### src/rtl/keypad_scanner.sv
// 4x4 matrix keypad scanner: column strobe, row sync, ghost rejection, press/release debounce.
// One registered key_trigger pulse per accepted press; key_code/key_held update in the same cycle.
module keypad_scanner #(
    parameter int SCAN_DIV       = 1000,
    parameter int DEBOUNCE_SCANS = 5
) (
    input  logic       clk,
    input  logic       rst,
    input  logic [3:0] row_n,
    output logic [3:0] col_n,
    output logic [7:0] key_code,
    output logic       key_trigger,
    output logic       key_held
);

    localparam int SW = $clog2(SCAN_DIV);
    localparam int CW = $clog2(DEBOUNCE_SCANS + 1);
    localparam logic [SW-1:0] SLOT_LAST = SW'(SCAN_DIV - 1);
    localparam logic [CW-1:0] DB_MAX    = CW'(DEBOUNCE_SCANS);
    localparam logic [CW-1:0] ONE       = CW'(1);

    typedef enum logic [1:0] {IDLE, PRESS_DB, HELD, REL_DB} state_t;

    state_t          state, state_nxt;
    logic [CW-1:0]   cnt, cnt_nxt, cnt_inc;
    logic [7:0]      cand, cand_nxt;
    logic [3:0]      sync1, sync2, row_s;
    logic [SW-1:0]   slot_cnt;
    logic [1:0]      col_idx;
    logic [2:0][3:0] samp;
    logic            slot_last, eval;
    logic [15:0]     scan;
    logic [7:0]      scan_code;
    logic            none, single;
    logic            do_accept, do_release;

    assign row_s     = ~sync2;
    assign slot_last = (slot_cnt == SLOT_LAST);
    assign eval      = slot_last && (col_idx == 2'd3);

    // Column 3's sample is taken from row_s directly so the scan is judged in its final cycle.
    assign scan      = {row_s, samp[2], samp[1], samp[0]};
    assign none      = (scan == 16'h0000);
    assign single    = $onehot(scan);
    assign scan_code = {row_s | samp[2] | samp[1] | samp[0],
                        |row_s, |samp[2], |samp[1], |samp[0]};
    assign cnt_inc   = (cnt >= DB_MAX) ? cnt : cnt + ONE;

    always_ff @(posedge clk or posedge rst) begin
        if (rst) begin
            sync1    <= 4'hF;
            sync2    <= 4'hF;
            slot_cnt <= '0;
            col_idx  <= 2'd0;
            col_n    <= 4'b1110;
            samp     <= '0;
        end else begin
            sync1 <= row_n;
            sync2 <= sync1;
            if (slot_last) begin
                slot_cnt <= '0;
                col_idx  <= col_idx + 2'd1;
                col_n    <= ~(4'b0001 << (col_idx + 2'd1));
                case (col_idx)
                    2'd0:    samp[0] <= row_s;
                    2'd1:    samp[1] <= row_s;
                    2'd2:    samp[2] <= row_s;
                    default: ;
                endcase
            end else begin
                slot_cnt <= slot_cnt + 1'b1;
            end
        end
    end

    always_ff @(posedge clk or posedge rst) begin
        if (rst) begin
            state       <= IDLE;
            cnt         <= '0;
            cand        <= 8'h00;
            key_code    <= 8'h00;
            key_trigger <= 1'b0;
            key_held    <= 1'b0;
        end else begin
            state       <= state_nxt;
            cnt         <= cnt_nxt;
            cand        <= cand_nxt;
            key_trigger <= do_accept;
            if (do_accept) begin
                key_code <= scan_code;
                key_held <= 1'b1;
            end else if (do_release) begin
                key_held <= 1'b0;
            end
        end
    end

    always_comb begin
        state_nxt  = state;
        cnt_nxt    = cnt;
        cand_nxt   = cand;
        do_accept  = 1'b0;
        do_release = 1'b0;
        if (eval) begin
            case (state)
                IDLE: begin
                    if (single) begin
                        cand_nxt = scan_code;
                        cnt_nxt  = ONE;
                        if (ONE >= DB_MAX) do_accept = 1'b1;
                        else               state_nxt = PRESS_DB;
                    end
                end
                PRESS_DB: begin
                    if (!single) begin
                        state_nxt = IDLE;
                        cnt_nxt   = '0;
                    end else if (scan_code == cand) begin
                        cnt_nxt = cnt_inc;
                        if (cnt_inc >= DB_MAX) do_accept = 1'b1;
                    end else begin
                        cand_nxt = scan_code;
                        cnt_nxt  = ONE;
                        if (ONE >= DB_MAX) do_accept = 1'b1;
                    end
                end
                // Anything but an empty scan is ignored here: no rollover, no second event.
                HELD: begin
                    if (none) begin
                        cnt_nxt = ONE;
                        if (ONE >= DB_MAX) do_release = 1'b1;
                        else               state_nxt  = REL_DB;
                    end
                end
                REL_DB: begin
                    if (!none) begin
                        state_nxt = HELD;
                    end else begin
                        cnt_nxt = cnt_inc;
                        if (cnt_inc >= DB_MAX) do_release = 1'b1;
                    end
                end
                default: state_nxt = IDLE;
            endcase
            if (do_accept) begin
                state_nxt = HELD;
                cnt_nxt   = '0;
            end
            if (do_release) begin
                state_nxt = IDLE;
                cnt_nxt   = '0;
            end
        end
    end

endmodule
### config.mk
export PLATFORM = sky130hd
export DESIGN_NAME = keypad_scanner
export DESIGN_NICKNAME = d
export VERILOG_FILES = /design/src/rtl/keypad_scanner.sv
export SDC_FILE = /design/constraint.sdc
export NUM_CORES = 1
export LEC_CHECK = 0
export ABC_AREA = 1
export CAP_MARGIN = 40
export CORE_UTILIZATION = 64
export DETAILED_ROUTE_END_ITERATION = 12
export PLACE_DENSITY = 0.85
export RECOVER_POWER = 50
export SLEW_MARGIN = 40
export SYNTH_ARGS = -nofsm -noshare
export SYNTH_HDL_FRONTEND = slang
export SYNTH_SLANG_ARGS = --single-unit
### constraint.sdc
create_clock -name clk -period 12.3 [get_ports clk]
set_input_delay 2.46 -clock clk [delete_from_list [all_inputs] [get_ports clk]]
set_output_delay 2.46 -clock clk [all_outputs]
set_load 0.05 [all_outputs]
Yosys cells after proc, flatten, opt, wreduce, memory -nomap -nowiden:

Index checks and enable logic that the tools add are counted.

* mux-type cells: 33
* add/sub/neg operators: 18
* reductions and logical operators: 16
* eq/ne operators: 17
* $lt $le $gt $ge: 2
* bitwise gates (word level): 5
* shift-type cells: 1

Operator list (count)
* 2-to-1 mux 3 bit: 8
* 2-to-1 mux 8 bit: 3
* != test 4 bit (second input constant): 5
* adder 1 x 1 -> 2 bit: 8
* logical NOT 16 bit: 1
* one-hot mux 8 bit (2 select lines): 1
* OR reduction 4 bit: 4
* adder 2 x 2 -> 3 bit: 4
* 2-to-1 mux 1 bit: 12
* 2-to-1 mux 2 bit: 6
* bitwise OR 4 bit: 3
* one-hot mux 3 bit (4 select lines): 1
* adder 10 x 1 -> 10 bit (second input constant): 1
* equality test 10 bit (second input constant): 1
* 2-to-1 mux 10 bit: 1
* AND reduction 5 bit: 2
* adder 3 x 3 -> 4 bit: 2
* equality test 2 bit (second input constant): 4
* equality test 8 bit: 1
* inverter 4 bit: 2
* one-hot mux 2 bit (4 select lines): 1
* greater-or-equal comparator 3 bit (second input constant): 2
* != test 2 bit (second input constant): 3
* AND reduction 2 bit: 3
* 10 further kinds: 13

* logic and storage cells: 106
* register bits after elaboration: 59
* bits of input ports: 6

Longest topological paths before layout:

Gate-level depths: netlist of the first run.

* depth in word-level cells: 11
* gate-level depth with buffers: 22

Least setup slack after synthesis of the first run:

No wires, ideal clock.

* kind: flip-flop to flip-flop
* from: reg sync2[0]
* to: reg cnt[0]
* buffers on the path: 0
* arrival time: 4239 ps
* period minus slack after synthesis: 4360 ps
* setup slack: 7940 ps
* stages on the path, launching flop included: 20
* path through: dfstp_2 -> inv_1 -> fa_1 -> fa_1 -> fa_1 -> inv_1 -> fa_1 -> inv_1 -> ha_1 -> fa_1 -> nor2_1 -> nand3b_1 -> nor2_1 -> nand2_1 -> nor2_2 -> nand4_4 -> nand3_1 -> nand2_2 -> o21ai_1 -> nand2_1

* cells in the longest elaborated chain, start to end: 11
* elaborated cells between the ends (all ways): 28
* classes of those cells: add/sub (4); eq/ne (5); mux (12); bitwise (4); reduce/logical (3)

RTL lines
* start, declared: line 27 `logic [3:0] sync1, sync2, row_s;`
* start signal, assigned: line 59 `sync2 <= sync1;`
* inverter 4 bit *: line 37 `assign row_s = ~sync2;`
* net row_s[0]: line 27
* adder 1 x 1 -> 2 bit (implied by the code) / bitwise OR 4 bit (equally long branches): line 44, 45
* adder 2 x 2 -> 3 bit (implied by the code) / bitwise OR 4 bit (equally long branches): line 44, 45
* adder 3 x 3 -> 4 bit (implied by the code) / bitwise OR 4 bit (equally long branches): line 44, 45
* adder 4 x 4 -> 5 bit (implied by the code) / equality test 8 bit (equally long branches): line 44, 118
* equality test 5 x 1 -> 1 bit / 2-to-1 mux 1 bit (equally long branches): line 44, 118
* 2-to-1 mux 1 bit: line 115 `if (!single) begin`
* 2-to-1 mux 1 bit: line 105 `case (state)`
* 2-to-1 mux 1 bit: line 104 `if (eval) begin`
* != test 4 bit (no source line) / 2-to-1 mux 3 bit (equally long branches)
* AND reduction 4 bit (no source line) / 2-to-1 mux 3 bit (equally long branches)
* end signal, assigned: line 86 `cnt <= cnt_nxt;`
* end, declared: line 25 `logic [CW-1:0] cnt, cnt_nxt, cnt_inc;`

Mark *: on every way through the listed nets, which the timed path passes. The rest lies on a longest branch. The select of a mux whose other input is x is not followed.
A chain may end at the register's enable or synchronous reset.

==> impl.org, run 1 <==
** Timing
- Sum of negative setup slack :: 0 ps
- Transition at the pin with the smallest max-transition slack :: 2990 ps
- Fraction of the cycle the final worst path needs :: 0.4411
- The final hold violation count is 0.
- Setup repair after global routing missed its margin :: false
- For this run, the top clock speed supported by timing is 0.1843 GHz.
- Crit path time final :: 5425 ps
- In the post-route analysis, the smallest setup slack over all paths is 6875 ps.
- Setup violations remaining at the end of the flow were counted as 0.
- Count of final max-slew check failures :: 60
- Headroom to the max-slew limit came out at -0.9931.
- Final Skew :: about 12 ps

** Cells and area
- The final layout contains 449 nets.
- Non-Filler Instances :: ~500
- The area growth from synthesis to layout is 12.81%.
- Register cell area after layout :: 0.001490 mm2
- 0 antenna diodes ended up in the layout.
- Fill cells in the final layout number between 300 and 400.
- Most frequent cells in the layout :: 84 x sky130_fd_sc_hd__nand2_1, 53 x sky130_fd_sc_hd__inv_1, 48 x sky130_fd_sc_hd__dfrtp_1
- In the final layout, the multi-input gates occupy approximately 0.0017 mm2.
- Of the cells placed in the final design, the portion with a size suffix greater than 1 is 0.1580.
- Most frequent standard cell in the layout excluding fill and tap cells :: sky130_fd_sc_hd__nand2_1
- Final cell area excluding filler cells :: roughly 0.0039 mm2

** Global route
- Entering global routing, the biggest net connects 60 pins.
- The number of antenna violations at the first check in global routing came to 0.
- In the global route stage, overall resource usage came out at 0.2711.
- Number of global-route vias before repair :: 2,506
- The first global-routing pass estimated between 10,000 and 15,000 um of wire.
- For met1 alone, demand over resource in global routing was 0.3539.
- The global routing stage identified its most utilized layer as met2.
- For met2 alone, demand over resource in global routing was 0.4344.
- The total overflow left after global routing is 0.
- Met3 Track Usage GR :: 0.06693

** Power
- Pwr/cell area :: 102.7 mW/mm2
- Cell-internal power :: ~0.3 mW
- Sw power :: roughly 0.095 mW
- Overall power consumption after layout is estimated at just under 0.4 mW.
- Summed over all cells, the static leakage comes to 1.874 nW.
- Of the total power, the share spent switching nets is 0.2398.
- Fraction of power consumed by the clock network :: 0.445
- IR analysis of the VDD net gives a maximum drop of roughly 98 uV.
- Of the total power, combinational logic draws 0.055.
- Of the total power, registers draw 0.500.

** Status
- Status :: finished, violations left
- The checks that failed: max-capacitance violations, max-slew violations.

** Place
- In this run the cell area measured after placement is ~0.0037 mm2.
- Prior to clock tree synthesis, the placed netlist has a worst setup slack of ~7600 ps.
- The HPWL after detailed placement is roughly 4900 um.
- Once placement completed, the tool counted placed cells totaling around 480.
- Global placement routability congestion :: around 0.9
- Number of I/O port buffers :: 19

** Route
- For this block, the routed nets add up to between 6000 and 7000 um of wire.
- Drc violations :: 0
- In the routed layout, each cell is associated on average with a via count of approximately 5.4.
- DRT Pass-1 Iters :: 4
- Post-detailed-route count of antenna-violating nets :: 0
- Summing over every cut layer, the via total after detailed routing is about 2,700.
- DRT iter0 DRCs :: 138
- After detailed routing, the average wire length per cell comes to between 10 and 15 um.

** Critical path
- Slowest CP cell :: sky130_fd_sc_hd__clkbuf_1
- Together, buffers and inverters on the worst path number 3.
- The critical path goes through dlygate4sd3_1 -> clkinv_1 -> clkbuf_1.
- Maximum single-stage delay on the critical path :: ~2100 ps
- The worst setup path is launched from a primary input.
- At the worst endpoint, the required time is 12,080 ps.
- Depth of the worst register-to-register path :: 19
- The critical path crosses 3 cells after its start point.
- Maximum fanout along the worst path :: 59
- Worst reg2reg setup slack :: between 7000 and 8000 ps
- Grouping stages by cell kind, the critical path spends the most delay in buffers and inverters.
- Arrival time of data at the critical path endpoint :: 5210 ps
- Setup CP Type :: primary input to asynchronous set/reset pin
- The worst setup path is captured at an asynchronous set/reset pin.

** Synthesis
- Sequential-to-total area share from yosys stat :: 0.4359
- Synthesized instance count :: roughly 390
- Mapped Nets :: between 400 and 500
- Of the total synthesized cell area, the portion taken by AND, OR, NAND and NOR gates is 0.2646.
- Cell variety after synth :: 32
- Yosys warns :: 0
- For this run, the leading register cell type out of synthesis is sky130_fd_sc_hd__dfrtp_1.
- Synthesized-area fraction occupied by adder cells :: 0.1098
- The post-synthesis compound-gate area fraction was 0.09736.
- XOR/XNOR Fraction of Synth Area :: 0.01537
- Post-synthesis register bit count :: 59
- By area, the combinational part of the netlist is dominated by simple AND/OR/NAND/NOR gates.
- Each instance of the synthesized netlist takes up on average around 8.7 um2.
- Synthesized area :: about 0.0034 mm2
- Fraction of synthesized area in multiplexers :: 0
- Yosys mapped a number of flops with a built-in enable equal to 0.
- Share of flip-flops with an asynchronous set or reset :: 1.000

** Clock tree
- Counting the buffers created by CTS gives 9.
- CTS Root Buffer Type :: sky130_fd_sc_hd__clkbuf_8
- CTS tree :: yes
- The number of setup buffers added after CTS is 0.
- At the later pin of the worst-skew pair, clock insertion delay measures between 300 and 400 ps.
- Maximum number of buffers from clock root to sink :: 2
- CTS Hold Bufs :: 0
- Clock input transition at the sequential cells of the worst setup and hold paths :: around 60 ps
- Counting every sink on the clock net gives between 50 and 60.
- Total of cells resized after clock tree synthesis :: 0
- The H-tree generated during clock tree synthesis spans 3 levels.

** Die
- Die W :: roughly 75 um
- The initial utilization of the core area, before any placement, comes to 0.6650.
- Floorplan core area :: slightly above 0.005 mm2
- Die Y-Extent :: 75.08 um
- The initialized floorplan defines 26 standard-cell rows.
- Full die area :: 0.005637 mm2
- 20 I/O pins were placed.

** Job
- The tool flagged a number of max-cap violations equal to 1.

** Worst hold path
- The worst hold path was traced through 0 stages.
- Worst hold path class :: flop to flop
[cells by family after synthesis]
family | Yosys count
xor gates and xnor gates | 6
and+or+nand+nor | 178
adders and majority gates | 24
AOI/OAI and AO/OA | 59
DFF | 59
buffers and inverters | 66
[power by group through the flow]
stage                     Sequential [mW]  Clock [mW]  Combinational (mW)
final                               0.198       0.176              0.0217
after CTS                           0.198       0.177              0.0226
after global placement              0.201           0              0.0219
after detailed placement            0.201           0              0.0225
after floorplan                     0.201           0              0.0169
after global routing                0.198       0.186              0.0252
[through the flow]
stage / hold WS [ps] / utilization
final: 356.2 / 0.7502
after global routing: 358.2 / 0.7502
after CTS: 356.7 / 0.7529
after detailed placement: 347.8 / 0.7152
after global placement: 345.5 / 0.7152
after floorplan: 345.2 / -
[worst reg2reg max path: cells and delay by family, from the launching register on]
kind	cells	cell delay (ps)
adders and majority gates	6	2610
buffers and inverters	3	160
and+or+nand+nor	9	1050
DFF	1	580
AOI/OAI and AO/OA	1	130
[metal layers]
layer	vias to the layer above	share of wire
met5	-	0
met4	0	0.027
met3	18	0.039
met2	65	0.49
met1	1279	0.45
li1	1310	-
[area by class of cell]
class                           count  share of cell area
Clock buffer                       11             0.03666
Clock inverter                      5             0.01363
Inverter                           62             0.06100
Multi-Input combinational cell    267              0.4293
Sequential cell                    59              0.3864
Tap cell                           70             0.02271
Timing Repair Buffer               20             0.05029
[sequential cells by signal, indices dropped and copies added (netlist names)]
register     flops
sync2            4
samp            12
key_code         8
cand             8
state            2
col_idx          2
key_held         1
slot_cnt        10
key_trigger      1
sync1            4
cnt              3
col_n            4
[Yosys cell counts (4+ instances only)]
master / count / area (um2)
sky130_fd_sc_hd__nand2_1: 84 / 315.3
sky130_fd_sc_hd__inv_1: 54 / 202.7
sky130_fd_sc_hd__dfrtp_1: 48 / 1201
sky130_fd_sc_hd__nor2_1: 34 / 127.6
sky130_fd_sc_hd__o21ai_0: 25 / 125.1
sky130_fd_sc_hd__o21ai_1: 15 / 75.07
sky130_fd_sc_hd__ha_1: 14 / 175.2
sky130_fd_sc_hd__nand3_1: 13 / 65.06
sky130_fd_sc_hd__dfstp_2: 11 / 289.0
sky130_fd_sc_hd__fa_1: 10 / 200.2
sky130_fd_sc_hd__nand4_1: 10 / 62.56
sky130_fd_sc_hd__a21oi_1: 8 / 40.04
sky130_fd_sc_hd__nor3_1: 7 / 35.03
sky130_fd_sc_hd__inv_2: 6 / 22.52
sky130_fd_sc_hd__nand3_2: 6 / 60.06
sky130_fd_sc_hd__nor2_2: 6 / 37.54
sky130_fd_sc_hd__nand2_2: 5 / 31.28
sky130_fd_sc_hd__nor2_4: 5 / 56.30
sky130_fd_sc_hd__xor2_1: 5 / 43.79
sky130_fd_sc_hd__a21oi_2: 4 / 35.03
[path summary, 6_finish.rpt]
kind | from | to
setup / recovery | rst | samp[4]$_DFFE_PP0P_
hold / removal | sync1[1]$_DFF_PP1_ | sync2[1]$_DFF_PP1_
setup reg to reg | sync2[0]$_DFF_PP1_ | cnt[2]$_DFFE_PP0P_
hold reg to reg | sync1[1]$_DFF_PP1_ | sync2[1]$_DFF_PP1_
max in group clk | sync2[0]$_DFF_PP1_ | cnt[2]$_DFFE_PP0P_
min in group asynchronous | rst | key_code[2]$_DFFE_PP0P_
No activity file was read; power rests on OpenSTA's default activity.
==> run 2: changes to the inputs <==
- CORE_UTILIZATION: 64 -> 54
- PLACE_DENSITY: 0.85 -> 0.76
- clock period: 12.3 -> 4.7 ns (I/O delays scaled with it)
==> impl.org, run 2 (same netlist as run 1, synthesis figures left out) <==
** Die
- Floorplan row count :: 28
- The region available for standard cell placement spans between 0.006 and 0.007 mm2.
- During I/O placement, the number of pins put on the boundary was 20.
- Measured along the x axis, the die boundary spans approximately 82 um.
- Die Y-Extent :: between 80 and 90 um
- For this configuration, the core starts out at a cell density of 0.5673.
- Full die area :: between 0.006 and 0.007 mm2

** Critical path
- Setup crit start :: sync2[3]$_DFF_PP1_
- On the critical path the largest part of the delay comes from adder cells.
- Worst r2r dst :: cnt[0]$_DFFE_PP0P_
- Maximum fanout along the worst path :: 7
- Critical path buffers and inverters :: 3
- Cell seen most often among critical-path stages :: sky130_fd_sc_hd__fa_1
- STA puts the critical path data required time at between 4000 and 5000 ps.
- Following the worst setup path forward leads to its endpoint at cnt[0]$_DFFE_PP0P_.
- Number of stages on the worst setup path :: 19
- The worst setup path is launched from a flop.
- Startpoint of the most critical register-to-register path :: sync2[3]$_DFF_PP1_
- STA classifies the critical path endpoint as a flop.
- Depth of the worst register-to-register path :: 19
- Data on the critical path arrives at its endpoint at roughly 4700 ps.
- The critical path is of the flop to flop type.
- Crit-path cells :: inv_2 -> fa_1 -> fa_1 -> fa_1 -> inv_1 -> fa_1 -> inv_1 -> ha_2 -> fa_1 -> nor2_1 -> nand3b_1 -> nor2_2 -> nand2_2 -> nor2_4 -> nand4_4 -> nand3_2 -> nand2_4 -> o21ai_1 -> nand2_1
- The largest single stage delay on the critical path is 560 ps.
- Slowest CP cell :: sky130_fd_sc_hd__dfstp_2
- For flop-to-flop paths, the worst setup slack is around 210 ps.

** Cells and area
- Count of fill cells added during filler insertion :: between 400 and 500
- More flip-flops sit in one register than any other, and that register is samp.
- Compared with the post-synthesis result, the final layout area differs by 16.43%.
- ANT cells :: 0
- For this run, the post-layout net count is 457.
- In the final layout, the registers with the most flip-flops are samp: 12 flops, slot_cnt: 10 flops.
- Ratio of cells with drive above 1 in the final layout :: 0.1968
- The library cell used most frequently in the layout, excluding fill and tap cells, is sky130_fd_sc_hd__nand2_1.
- The finished layout holds about 510 standard cells, fillers aside.
- Layout Utilization :: 0.6605
- In the layout the commonest cells are 83 x sky130_fd_sc_hd__nand2_1, 53 x sky130_fd_sc_hd__inv_1, 47 x sky130_fd_sc_hd__dfrtp_1.
- Flip-flop count of the largest register, all copies and words added :: 12

** Place
- The count of buffers added on input and output ports is 19.
- The congestion estimate from routability-driven global placement came to ~0.88.
- Placed Cells :: 483
- The wire-length estimate of the detail-placed layout is approximately 5300 um.

** Timing
- The worst path needs ~4500 ps of the cycle, external delays included.
- Worst Hold Slack :: 345.6 ps
- Based on the critical path, the design can be clocked at up to approximately 0.22 GHz.
- For the pin with the worst max-slew slack, the measured transition is 832.5 ps.
- Setup violations remaining at the end of the flow were counted as 0.
- The number of max-slew violations in the final report was 0.
- Of the available clock period, the critical path in the final layout requires 0.9549.
- The final hold violation count is 0.
- Final Skew :: a little over 10 ps
- The worst pin sits at a relative slew slack of 0.4444.
- Setup repair after global routing could not meet its margin everywhere.

** Power
- Fraction of power consumed by the clock network :: 0.440
- The worst-case IR drop observed on VDD is 194.9 uV.
- Internal power comes to 0.7940 mW.
- For this design the total switching power over the nets is around 0.25 mW.
- Pwr/cell area :: ~260 mW/mm2
- Leakage power figure :: roughly 1.9 nW
- Reg power frac :: 0.494
- Total power of the final layout :: roughly 1.0 mW
- Switching power share of the total :: 0.2411
- Fraction of power consumed by combinational cells :: 0.066

** Clock tree
- Clock latency at the later pin of the worst-skew pair :: 340 ps
- Clock-pin slew was measured on the worst setup and hold paths at ~70 ps.
- CTS tree :: yes
- Number of buffers created by CTS :: 9
- The clock drives 59 sinks.
- Maximum number of buffers from clock root to sink :: 2
- The tree is rooted in a sky130_fd_sc_hd__clkbuf_8.
- The H-tree generated during clock tree synthesis spans 3 levels.

** Worst hold path
- Worst hold path class :: flop to flop

** Route
- Vias :: around 2,600
- After detailed routing, the average wire length per cell comes to ~14 um.
- Drc violations :: 0
- For this block, the initial DRC count from the detailed router was roughly 120.
- DRT Pass-1 Iters :: 4
- Routed vias/inst :: 5.221
- The final layout contains routed wiring with a total length of 7193 um.
- Once detail routing completed, the nets flagged for antenna violations numbered 0.

** Global route
- Initial antenna violation count :: 0
- Summed over all layers, the global routing overflow is 0.
- Wire length of the first global-routing pass :: about 12,000 um
- The number of global-route vias before repair is approximately 2,600.
- Maximum number of pins on one net before global-route repair :: 38
- For this run, the total global-route usage over all layers was measured as 0.2447.

** Job
- Max_cap viols :: 0

** Status
- The run finished with clean final reports.
run 2: changes by cell type in the layout (fill, tap and decap cells not counted), sizes merged:
cell | before | now
inv | 59 | 60
buf | 0 | 9
clkbuf | 12 | 11
clkinvlp | 2 | 1
run 2: stage by stage:
step / setup TNS (ps) / setup WS, ps / area, um2
finish: 0 / 212.0 / 3980
floorplan: 0 / 340.1 / 3418
global placement: 0 / 176.9 / 3682
detailed placement: 0 / 57.50 / 3682
CTS: 0 / 39.55 / 3876
global route: -9.174 / -5.372 / 3980
run 2: worst reg2reg max path: stages, from the launching register on:
cell and delay, ps:
sky130_fd_sc_hd__dfstp_2 560, sky130_fd_sc_hd__inv_2 60, sky130_fd_sc_hd__fa_1 560, sky130_fd_sc_hd__fa_1 430, sky130_fd_sc_hd__fa_1 490, sky130_fd_sc_hd__inv_1 50, sky130_fd_sc_hd__fa_1 470, sky130_fd_sc_hd__inv_1 40
sky130_fd_sc_hd__ha_2 170, sky130_fd_sc_hd__fa_1 420, sky130_fd_sc_hd__nor2_1 110, sky130_fd_sc_hd__nand3b_1 100, sky130_fd_sc_hd__nor2_2 120, sky130_fd_sc_hd__nand2_2 110, sky130_fd_sc_hd__nor2_4 150, sky130_fd_sc_hd__nand4_4 130
sky130_fd_sc_hd__nand3_2 110, sky130_fd_sc_hd__nand2_4 100, sky130_fd_sc_hd__o21ai_1 150, sky130_fd_sc_hd__nand2_1 60
run 2: what timing repair did:
action | in CTS | in global routing
setup endpoints to repair | 0 | 22
buffers inserted | 0 | 8
hold buffers | 0 | 0
gates resized for setup | 0 | 11
run 2: cell type report:
class	count	area [um2]	area share
repair buffers	28	270.3	0.06790
flip-flops and latches	59	1491	0.3747
well taps	75	93.84	0.02358
clock buffers	11	141.4	0.03552
inverters	62	235.2	0.05910
clock inverters	5	52.55	0.01320
multi-input cells	267	1695	0.4260
run 2: per-layer routing:
metal | vias to the layer above | global-route usage | part of all wire
met4 | 0 | 0.1000 | 0.018
met2 | 55 | 0.4233 | 0.52
met1 | 1254 | 0.3000 | 0.44
met3 | 13 | 0.04444 | 0.026
met5 | - | 0 | 0
li1 | 1325 | - | -
run 2: worst min-delay path by stage:
stage | from | end | slack [ps] | depth (start not counted)
2_1_floorplan | sync1[0]$_DFF_PP1_ | sync2[0]$_DFF_PP1_ | 350 | 0
3_3_place_gp | sync1[1]$_DFF_PP1_ | sync2[1]$_DFF_PP1_ | 350 | 0
3_5_place_dp | sync1[1]$_DFF_PP1_ | sync2[1]$_DFF_PP1_ | 350 | 0
4_1_cts | sync1[2]$_DFF_PP1_ | sync2[2]$_DFF_PP1_ | 350 | 0
5_1_grt | sync1[2]$_DFF_PP1_ | sync2[2]$_DFF_PP1_ | 360 | 0
6_report | sync1[0]$_DFF_PP1_ | sync2[0]$_DFF_PP1_ | 350 | 0
run 2: power groups by stage:
stage | Sequential, mW | Combinational (mW) | Clock [mW]
detailed placement | 0.527 | 0.0602 | 0
global placement | 0.527 | 0.0576 | 0
floorplan | 0.526 | 0.0443 | 0
global route | 0.517 | 0.0794 | 0.485
CTS | 0.518 | 0.0605 | 0.461
finish | 0.517 | 0.0689 | 0.460
